`src/rtl/pid_pkg.sv`:
```
`default_nettype none
// ============================================================================
//  Module   : pid_pkg
//  Purpose  : Shared widths, state encoding, saturation limits and the
//             saturate helper for the BLDC speed-loop PID sequencer.
//  Revision : 1.0  initial release
// ============================================================================
package pid_pkg;

    // Datapath widths
    localparam int ERR_W  = 9;
    localparam int GAIN_W = 8;
    localparam int INT_W  = 16;
    localparam int OUT_W  = 9;
    localparam int SHIFT  = 4;

    // Shared multiplier signed operand is wide enough for error or integrator
    localparam int C_OPND_W = (INT_W > ERR_W) ? INT_W : ERR_W;
    // Product of zero-extended gain and signed operand
    localparam int C_PROD_W = GAIN_W + 1 + C_OPND_W;
    // Accumulator: three products summed, sized so it can never wrap
    localparam int C_ACC_W  = GAIN_W + INT_W + 2;

    // Output saturation limits, held at accumulator width for direct compares
    localparam logic signed [C_ACC_W-1:0] C_OUT_MAX = C_ACC_W'((64'sd1 <<< (OUT_W - 1)) - 64'sd1);
    localparam logic signed [C_ACC_W-1:0] C_OUT_MIN = ~C_OUT_MAX;

    // State encoding kept as explicit constants for legacy tools
    localparam logic [2:0] C_ST_IDLE  = 3'd0;
    localparam logic [2:0] C_ST_CAP   = 3'd1;
    localparam logic [2:0] C_ST_MUL_P = 3'd2;
    localparam logic [2:0] C_ST_MUL_I = 3'd3;
    localparam logic [2:0] C_ST_MUL_D = 3'd4;
    localparam logic [2:0] C_ST_SUM   = 3'd5;

    typedef enum logic [2:0] {
        ST_IDLE  = C_ST_IDLE,
        ST_CAP   = C_ST_CAP,
        ST_MUL_P = C_ST_MUL_P,
        ST_MUL_I = C_ST_MUL_I,
        ST_MUL_D = C_ST_MUL_D,
        ST_SUM   = C_ST_SUM
    } state_t;

    // Clamp a signed accumulator-width value into the signed range of w bits.
    // Result stays at accumulator width; callers cast down to w bits.
    function automatic logic signed [C_ACC_W-1:0] sat(
        input logic signed [C_ACC_W-1:0] x,
        input int                        w
    );
        logic signed [C_ACC_W-1:0] hi;
        logic signed [C_ACC_W-1:0] lo;
        hi = C_ACC_W'((64'sd1 <<< (w - 1)) - 64'sd1);
        lo = ~hi;
        if (x > hi)
            return hi;
        else if (x < lo)
            return lo;
        else
            return x;
    endfunction

endpackage
`default_nettype wire

```
`src/rtl/pid_mac.sv`:
```
`default_nettype none
// ============================================================================
//  Module   : pid_mac
//  Purpose  : Shared multiply-accumulate for the PID terms. One multiplier is
//             steered by the sequencer state across P, I and D; the
//             accumulator clears in CAP and adds one product per MUL state.
//  Revision : 1.0  initial release
// ============================================================================
module pid_mac
    import pid_pkg::*;
(
    input  logic                       clk,
    input  logic                       rst,
    input  state_t                     i_state,
    input  logic [GAIN_W-1:0]          i_kp,
    input  logic [GAIN_W-1:0]          i_ki,
    input  logic [GAIN_W-1:0]          i_kd,
    input  logic signed [ERR_W-1:0]    i_err,
    input  logic signed [INT_W-1:0]    i_integ,
    input  logic signed [ERR_W-1:0]    i_derr,
    output logic signed [C_ACC_W-1:0]  o_acc
);

    logic [GAIN_W-1:0]          w_gain;
    logic signed [C_OPND_W-1:0] w_opnd;
    logic signed [C_PROD_W-1:0] w_prod;
    logic signed [C_ACC_W-1:0]  r_acc;

    // Operand steering: gain/term pair chosen by the current MUL state
    always_comb begin
        w_gain = '0;
        w_opnd = '0;
        case (i_state)
            ST_MUL_P: begin
                w_gain = i_kp;
                w_opnd = C_OPND_W'(i_err);
            end
            ST_MUL_I: begin
                w_gain = i_ki;
                w_opnd = C_OPND_W'(i_integ);
            end
            ST_MUL_D: begin
                w_gain = i_kd;
                w_opnd = C_OPND_W'(i_derr);
            end
            default: begin
                w_gain = '0;
                w_opnd = '0;
            end
        endcase
    end

    // Gain is unsigned, so prepend a zero before the signed multiply
    assign w_prod = $signed({1'b0, w_gain}) * w_opnd;

    // Accumulator: clear at the start of an update, add one product per term
    always_ff @(posedge clk or posedge rst) begin
        if (rst) begin
            r_acc <= '0;
        end else begin
            case (i_state)
                ST_CAP:                     r_acc <= '0;
                ST_MUL_P, ST_MUL_I, ST_MUL_D: r_acc <= r_acc + C_ACC_W'(w_prod);
                default:                    r_acc <= r_acc;
            endcase
        end
    end

    assign o_acc = r_acc;

endmodule
`default_nettype wire

```
`src/rtl/pid_sequencer.sv`:
```
`default_nettype none
// ============================================================================
//  Module   : pid_sequencer
//  Purpose  : One PID update per sample strobe for the BLDC speed loop.
//             Captures error, derives derivative, updates a saturating
//             integrator, sums P/I/D through a shared MAC and emits a
//             scaled, saturated control word for the PWM duty stage.
//  Options  : PID_ANTIWINDUP_EN - hold the integrator while the previous
//             output was clamped and the new error pushes further into it.
//  Revision : 1.0  initial release
// ============================================================================
module pid_sequencer
    import pid_pkg::*;
(
    input  logic                     clk_32,
    input  logic                     rst,
    input  logic                     sample_stb,
    input  logic signed [ERR_W-1:0]  err,
    input  logic [GAIN_W-1:0]        kp,
    input  logic [GAIN_W-1:0]        ki,
    input  logic [GAIN_W-1:0]        kd,
    input  logic                     integ_clr,
    output logic                     busy,
    output logic signed [OUT_W-1:0]  u_out,
    output logic                     u_valid,
    output logic                     overrun
);

    state_t                     r_state;
    logic signed [ERR_W-1:0]    r_err;
    logic signed [ERR_W-1:0]    r_err_prev;
    logic signed [ERR_W-1:0]    r_derr;
    logic [GAIN_W-1:0]          r_kp;
    logic [GAIN_W-1:0]          r_ki;
    logic [GAIN_W-1:0]          r_kd;
    logic signed [INT_W-1:0]    r_integ;
    logic                       r_clr_pend;
    logic signed [OUT_W-1:0]    r_u_res;
    logic                       r_res_stb;
    logic signed [OUT_W-1:0]    r_u_out;
    logic                       r_u_valid;
    logic                       r_overrun;

    logic signed [C_ACC_W-1:0]  w_acc;
    logic signed [C_ACC_W-1:0]  w_acc_shr;
    logic signed [C_ACC_W-1:0]  w_err_x;
    logic signed [C_ACC_W-1:0]  w_prev_x;
    logic signed [C_ACC_W-1:0]  w_integ_x;
    logic                       w_hold;

    assign w_err_x   = C_ACC_W'(err);
    assign w_prev_x  = C_ACC_W'(r_err_prev);
    assign w_integ_x = C_ACC_W'(r_integ);
    assign w_acc_shr = w_acc >>> SHIFT;

`ifdef PID_ANTIWINDUP_EN
    logic r_sat_pos;
    logic r_sat_neg;

    // Remember which rail the most recent result was clamped to
    always_ff @(posedge clk_32 or posedge rst) begin
        if (rst) begin
            r_sat_pos <= 1'b0;
            r_sat_neg <= 1'b0;
        end else if (r_state == ST_SUM) begin
            r_sat_pos <= (w_acc_shr > C_OUT_MAX);
            r_sat_neg <= (w_acc_shr < C_OUT_MIN);
        end
    end

    // Inhibit integration when the new error drives further into the clamp
    assign w_hold = (r_sat_pos && !err[ERR_W-1] && (err != '0)) ||
                    (r_sat_neg &&  err[ERR_W-1]);
`else
    assign w_hold = 1'b0;
`endif

    // Sequencer: fixed one-cycle walk through capture, three MACs and sum
    always_ff @(posedge clk_32 or posedge rst) begin
        if (rst) begin
            r_state <= ST_IDLE;
        end else begin
            case (r_state)
                ST_IDLE:  r_state <= sample_stb ? ST_CAP : ST_IDLE;
                ST_CAP:   r_state <= ST_MUL_P;
                ST_MUL_P: r_state <= ST_MUL_I;
                ST_MUL_I: r_state <= ST_MUL_D;
                ST_MUL_D: r_state <= ST_SUM;
                ST_SUM:   r_state <= ST_IDLE;
                default:  r_state <= ST_IDLE;
            endcase
        end
    end

    // Capture inputs and form the saturated derivative term
    always_ff @(posedge clk_32 or posedge rst) begin
        if (rst) begin
            r_err      <= '0;
            r_err_prev <= '0;
            r_derr     <= '0;
            r_kp       <= '0;
            r_ki       <= '0;
            r_kd       <= '0;
        end else if (r_state == ST_CAP) begin
            r_err      <= err;
            r_err_prev <= err;
            r_derr     <= ERR_W'(sat(w_err_x - w_prev_x, ERR_W));
            r_kp       <= kp;
            r_ki       <= ki;
            r_kd       <= kd;
        end
    end

    // Integrator: immediate clear when idle, saturating update in CAP,
    // and a deferred clear on the way back to idle if one arrived while busy
    always_ff @(posedge clk_32 or posedge rst) begin
        if (rst) begin
            r_integ <= '0;
        end else begin
            case (r_state)
                ST_IDLE: if (integ_clr) r_integ <= '0;
                ST_CAP:  if (!w_hold)   r_integ <= INT_W'(sat(w_integ_x + w_err_x, INT_W));
                ST_SUM:  if (integ_clr || r_clr_pend) r_integ <= '0;
                default: r_integ <= r_integ;
            endcase
        end
    end

    // Remember a clear request seen while an update is in flight
    always_ff @(posedge clk_32 or posedge rst) begin
        if (rst)
            r_clr_pend <= 1'b0;
        else if (r_state == ST_SUM)
            r_clr_pend <= 1'b0;
        else if ((r_state != ST_IDLE) && integ_clr)
            r_clr_pend <= 1'b1;
    end

    // Sticky overrun on any strobe that arrives while busy
    always_ff @(posedge clk_32 or posedge rst) begin
        if (rst)
            r_overrun <= 1'b0;
        else if ((r_state != ST_IDLE) && sample_stb)
            r_overrun <= 1'b1;
    end

    // Scale and clamp the accumulated sum at the end of the sequence
    always_ff @(posedge clk_32 or posedge rst) begin
        if (rst) begin
            r_u_res   <= '0;
            r_res_stb <= 1'b0;
        end else begin
            r_res_stb <= (r_state == ST_SUM);
            if (r_state == ST_SUM)
                r_u_res <= OUT_W'(sat(w_acc_shr, OUT_W));
        end
    end

    // Output register: u_out and u_valid change together, six edges after
    // the strobe was sampled
    always_ff @(posedge clk_32 or posedge rst) begin
        if (rst) begin
            r_u_out   <= '0;
            r_u_valid <= 1'b0;
        end else begin
            r_u_valid <= r_res_stb;
            if (r_res_stb)
                r_u_out <= r_u_res;
        end
    end

    pid_mac u_mac (
        .clk     (clk_32),
        .rst     (rst),
        .i_state (r_state),
        .i_kp    (r_kp),
        .i_ki    (r_ki),
        .i_kd    (r_kd),
        .i_err   (r_err),
        .i_integ (r_integ),
        .i_derr  (r_derr),
        .o_acc   (w_acc)
    );

    assign busy    = (r_state != ST_IDLE);
    assign u_out   = r_u_out;
    assign u_valid = r_u_valid;
    assign overrun = r_overrun;

endmodule
`default_nettype wire

```
`config.mk`:
```
export PLATFORM = sky130hd
export DESIGN_NAME = pid_sequencer
export DESIGN_NICKNAME = d
export VERILOG_FILES = /design/src/rtl/pid_pkg.sv /design/src/rtl/pid_mac.sv /design/src/rtl/pid_sequencer.sv
export SDC_FILE = /design/constraint.sdc
export NUM_CORES = 1
export LEC_CHECK = 0
export CELL_PAD_IN_SITES_DETAIL_PLACEMENT = 1
export CELL_PAD_IN_SITES_GLOBAL_PLACEMENT = 1
export CORE_ASPECT_RATIO = 1.2
export CORE_MARGIN = 4
export CORE_UTILIZATION = 35
export CTS_CLUSTER_DIAMETER = 60
export CTS_CLUSTER_SIZE = 10
export DETAILED_ROUTE_END_ITERATION = 6
export PLACE_DENSITY = 0.69
export SLEW_MARGIN = 20
export SYNTH_ARGS = -nofsm -noshare
export SYNTH_HDL_FRONTEND = slang
export SYNTH_SLANG_ARGS = --single-unit
```
`constraint.sdc`:
```
create_clock -name clk_32 -period 8.58 [get_ports clk_32]
set_input_delay 1.287 -clock clk_32 [delete_from_list [all_inputs] [get_ports clk_32]]
set_output_delay 1.287 -clock clk_32 [all_outputs]
set_load 0.03 [all_outputs]
```
==> flow_summary.yaml <==
worst_setup_path:
  critPathKind: "reg -> reg"
  cp.arrival_ns: 7.53
  r2r_slack_ns: 1.30
  required_ns: 8.83
  crit_cells: 22
  crit_family: "adder cells"
  critPathMaxStageDelay_ns: 0.80
  crit_path_max_fanout: 24
  ff2ff_path_depth: 22
  crit_slowest_cell: "nor2_1"
  setup.worst_path.end_class: "flop"
  start_kind: "flop"
  path_buf_inv: 5
  crit_chain: "nand2b_1 -> nor2_1 -> a21oi_1 -> nand2b_1 -> inv_1 -> fa_1 -> inv_1 -> fa_1 -> inv_1 -> fa_1 -> fa_1 -> inv_1 -> fa_1 -> inv_1 -> ha_1 -> a21o_1 -> a211oi_1 -> o211ai_1 -> o21a_1 -> a311oi_1 -> xnor2_1 -> o21ai_0"
sta:
  finalSetupViolCount: 0
  worstMarginPinSlew_ns: 1.001
  period_needed_ns: 7.284
  fin_crit_sh_pct: 84.89
  setup_ws_ns: 1.296
  max_freq_mhz: 137.3
  slew_headroom_pct: 32.69
  finalClockSkew_ns: 0.01212
  rsz0062_at_grt: "no"
  drv_slew: 0
  hold_slack_ns: 0.4747
  finalSetupTns_ns: 0
  finalHoldViolCount: 0
synthesis:
  synth_top_area_cell: "dfrtp_1"
  yosysSeqAreaShare_pct: 24.27
  synthTopCellsByCount: "inv_1, nand2_1, fa_1, nor2_1, dfrtp_1"
  netlist.area_leader.share_pct: 24.27
  ys_types: 68
  synth-edff-count: 0
  synthCells: 1272
  synth_ff_type: "dfrtp_1"
  synth_warnings: 0
  syn_nets: 1519
  synth_async_sr_flop_share_pct: 100.0
  syn_area_per_cell_um2: 8.836
  synth.top_cells.by_area: "dfrtp_1, fa_1, ha_1, inv_1, nand2_1"
  synth_area_um2: 11240
  ys_ff_latch: 109
pwr:
  p_per_area_nw_per_um2: 367.6
  internal_power_w: 0.002231
  power_frac_clock_pct: 9.7
  switching_share_pct: 51.42
  seq_power_share_pct: 20.3
  p_switching_w: 0.002361
  ir_drop_mv: 0.1910
  p_comb_share_pct: 70.0
  p_leak_nw: 6.232
finish:
  stdcell_area_um2: 12490
  fillCellCount: 3677
  diodes: 0
  final_util_pct: 39.62
  nets: 1550
  area_delta_synth_final_pct: 11.17
  layout-drive-gt1-share_pct: 5.810
run_status:
  outcome: "completed"
drt:
  post_drt_wl_per_cell_um: 17.05
  maxUsedRoutingLayer: "met4"
  routed_wl_mm: 29.14
  wirelength_met1_mm: 12.73
  drt_first_iter_violations: 346
  drc: 0
  vias_per_cell: 5.077
  dr_wl_met3_um: 522
  wl_met2_mm: 15.15
  first_pass_iters: 4
  vias: 8676
  detail-route-antenna-nets: 0
place:
  place_area_um2: 12170
  io_buffers: 48
  place_ws_ns: 1.258
  hpwl_mm: 23.98
  gp_congestion: 0.8846
die:
  rows: 71
  die_h_um: 204.3
  die_x_um: 171.6
  io_pins: 49
  initial_utilization_pct: 35.64
  core_area_um2: 31540
  dieArea_um2: 35060
clocking:
  postCtsHoldBufs: 0
  cts_root_buf: "clkbuf_16"
  cts_tree: "yes"
  worst_skew_pair.late_latency_ns: 0.38
  clock_sinks: 109
  post-cts-setup-buffers: 0
  cts_htree_levels: 3
  clk_pin_slew_ns: 0.09
  post_cts_resized: 0
  clock_path_buffers: 2
  cts_buffers: 9
global_routing:
  groute.usage.overall_pct: 17.65
  grt_max_degree: 66
  grt_pass1_vias: 9827
  grt_overflow: 0
  grt_pass1_wl_mm: 49.44
  antenna_found_initial: 0
worst_hold_path:
  holdPathStages: 1
  min_path_type: "reg -> reg"
flow_run:
  maxCapViolations: 0
## logic make-up after synthesis
family                   share of synthesized area, %
AO/OA/AOI/OAI                                   13.12
XOR/XNOR                                        3.184
adder cells (fa/ha/maj)                         33.72
buffers and inverters                           8.004
flip-flops                                      24.27
multiplexers                                    2.594
AND/OR/NAND/NOR                                 15.11
## path summary, 6_finish.rpt
check                                          start                           to
worst max-delay path            r_state[1]$_DFF_PP0_  u_mac.o_acc[25]$_DFFE_PP0P_
worst min-delay path             overrun$_DFFE_PP0P_          overrun$_DFFE_PP0P_
worst max register to register  r_state[1]$_DFF_PP0_  u_mac.o_acc[25]$_DFFE_PP0P_
worst min register to register   overrun$_DFFE_PP0P_          overrun$_DFFE_PP0P_
max in group asynchronous                        rst      r_integ[13]$_DFFE_PP0P_
min in group asynchronous                        rst  u_mac.o_acc[25]$_DFFE_PP0P_
## area by class of cell
cell class	instances	area [µm²]	area share [%]
multi-input cells	927	7632	61.09
flip-flops and latches	109	2728	21.83
inverters	194	730.7	5.848
repair buffers	62	585.6	4.687
well taps	401	501.7	4.016
clock buffers	10	239.0	1.913
clock inverters	6	77.57	0.6209
## sequential cells by signal (all words and copies together) (netlist names), 3 cells and up
register,cells
r_kd,8
r_integ,16
r_derr,9
r_ki,8
r_kp,8
r_err_prev,9
r_u_res,9
u_mac.o_acc,26
u_out,9
r_state,3
## stage by stage
step / std cells / power (W)
after floorplan: 1272 / 0.003340
after global placement: 1693 / 0.004065
after detailed placement: 1693 / 0.004189
after CTS: 1709 / 0.004661
after global routing: 1709 / 0.005152
final: 1709 / 0.004592
## power by group through the flow
| stage | Clock [W] | Combinational [W] | Sequential [W] |
|---|---|---|---|
| after global routing | 0.000478 | 0.00371 | 0.000964 |
| final | 0.000444 | 0.00322 | 0.000933 |
| after floorplan | 0 | 0.00244 | 0.000902 |
| after detailed placement | 0 | 0.00324 | 0.000948 |
| after global placement | 0 | 0.00313 | 0.000937 |
| after CTS | 0.000459 | 0.00326 | 0.000939 |
## routing by layer
metal,vias up,global-route usage [%]
met2,93,31.98
li1,4178,-
met4,0,5.067
met5,-,0
met3,43,2.457
met1,4362,21.70
## cells in the final DEF (no fill, tap or decap), types with 9 or more instances in the layout
cell type          n
a21o_1            20
nand2b_1          13
nor2b_1           14
a21oi_1           50
fa_1             127
clkbuf_16          9
or2_2             12
clkdlybuf4s50_1   48
nor2_1           125
inv_1            193
dfrtp_1          109
mux2i_1           19
buf_4             14
xor2_1            18
o21a_1            13
mux2_2             9
ha_1              83
nand2_1          193
o21ai_0           71
xnor2_1           21
maj3_1            13
No activity file was read; power rests on OpenSTA's default activity.
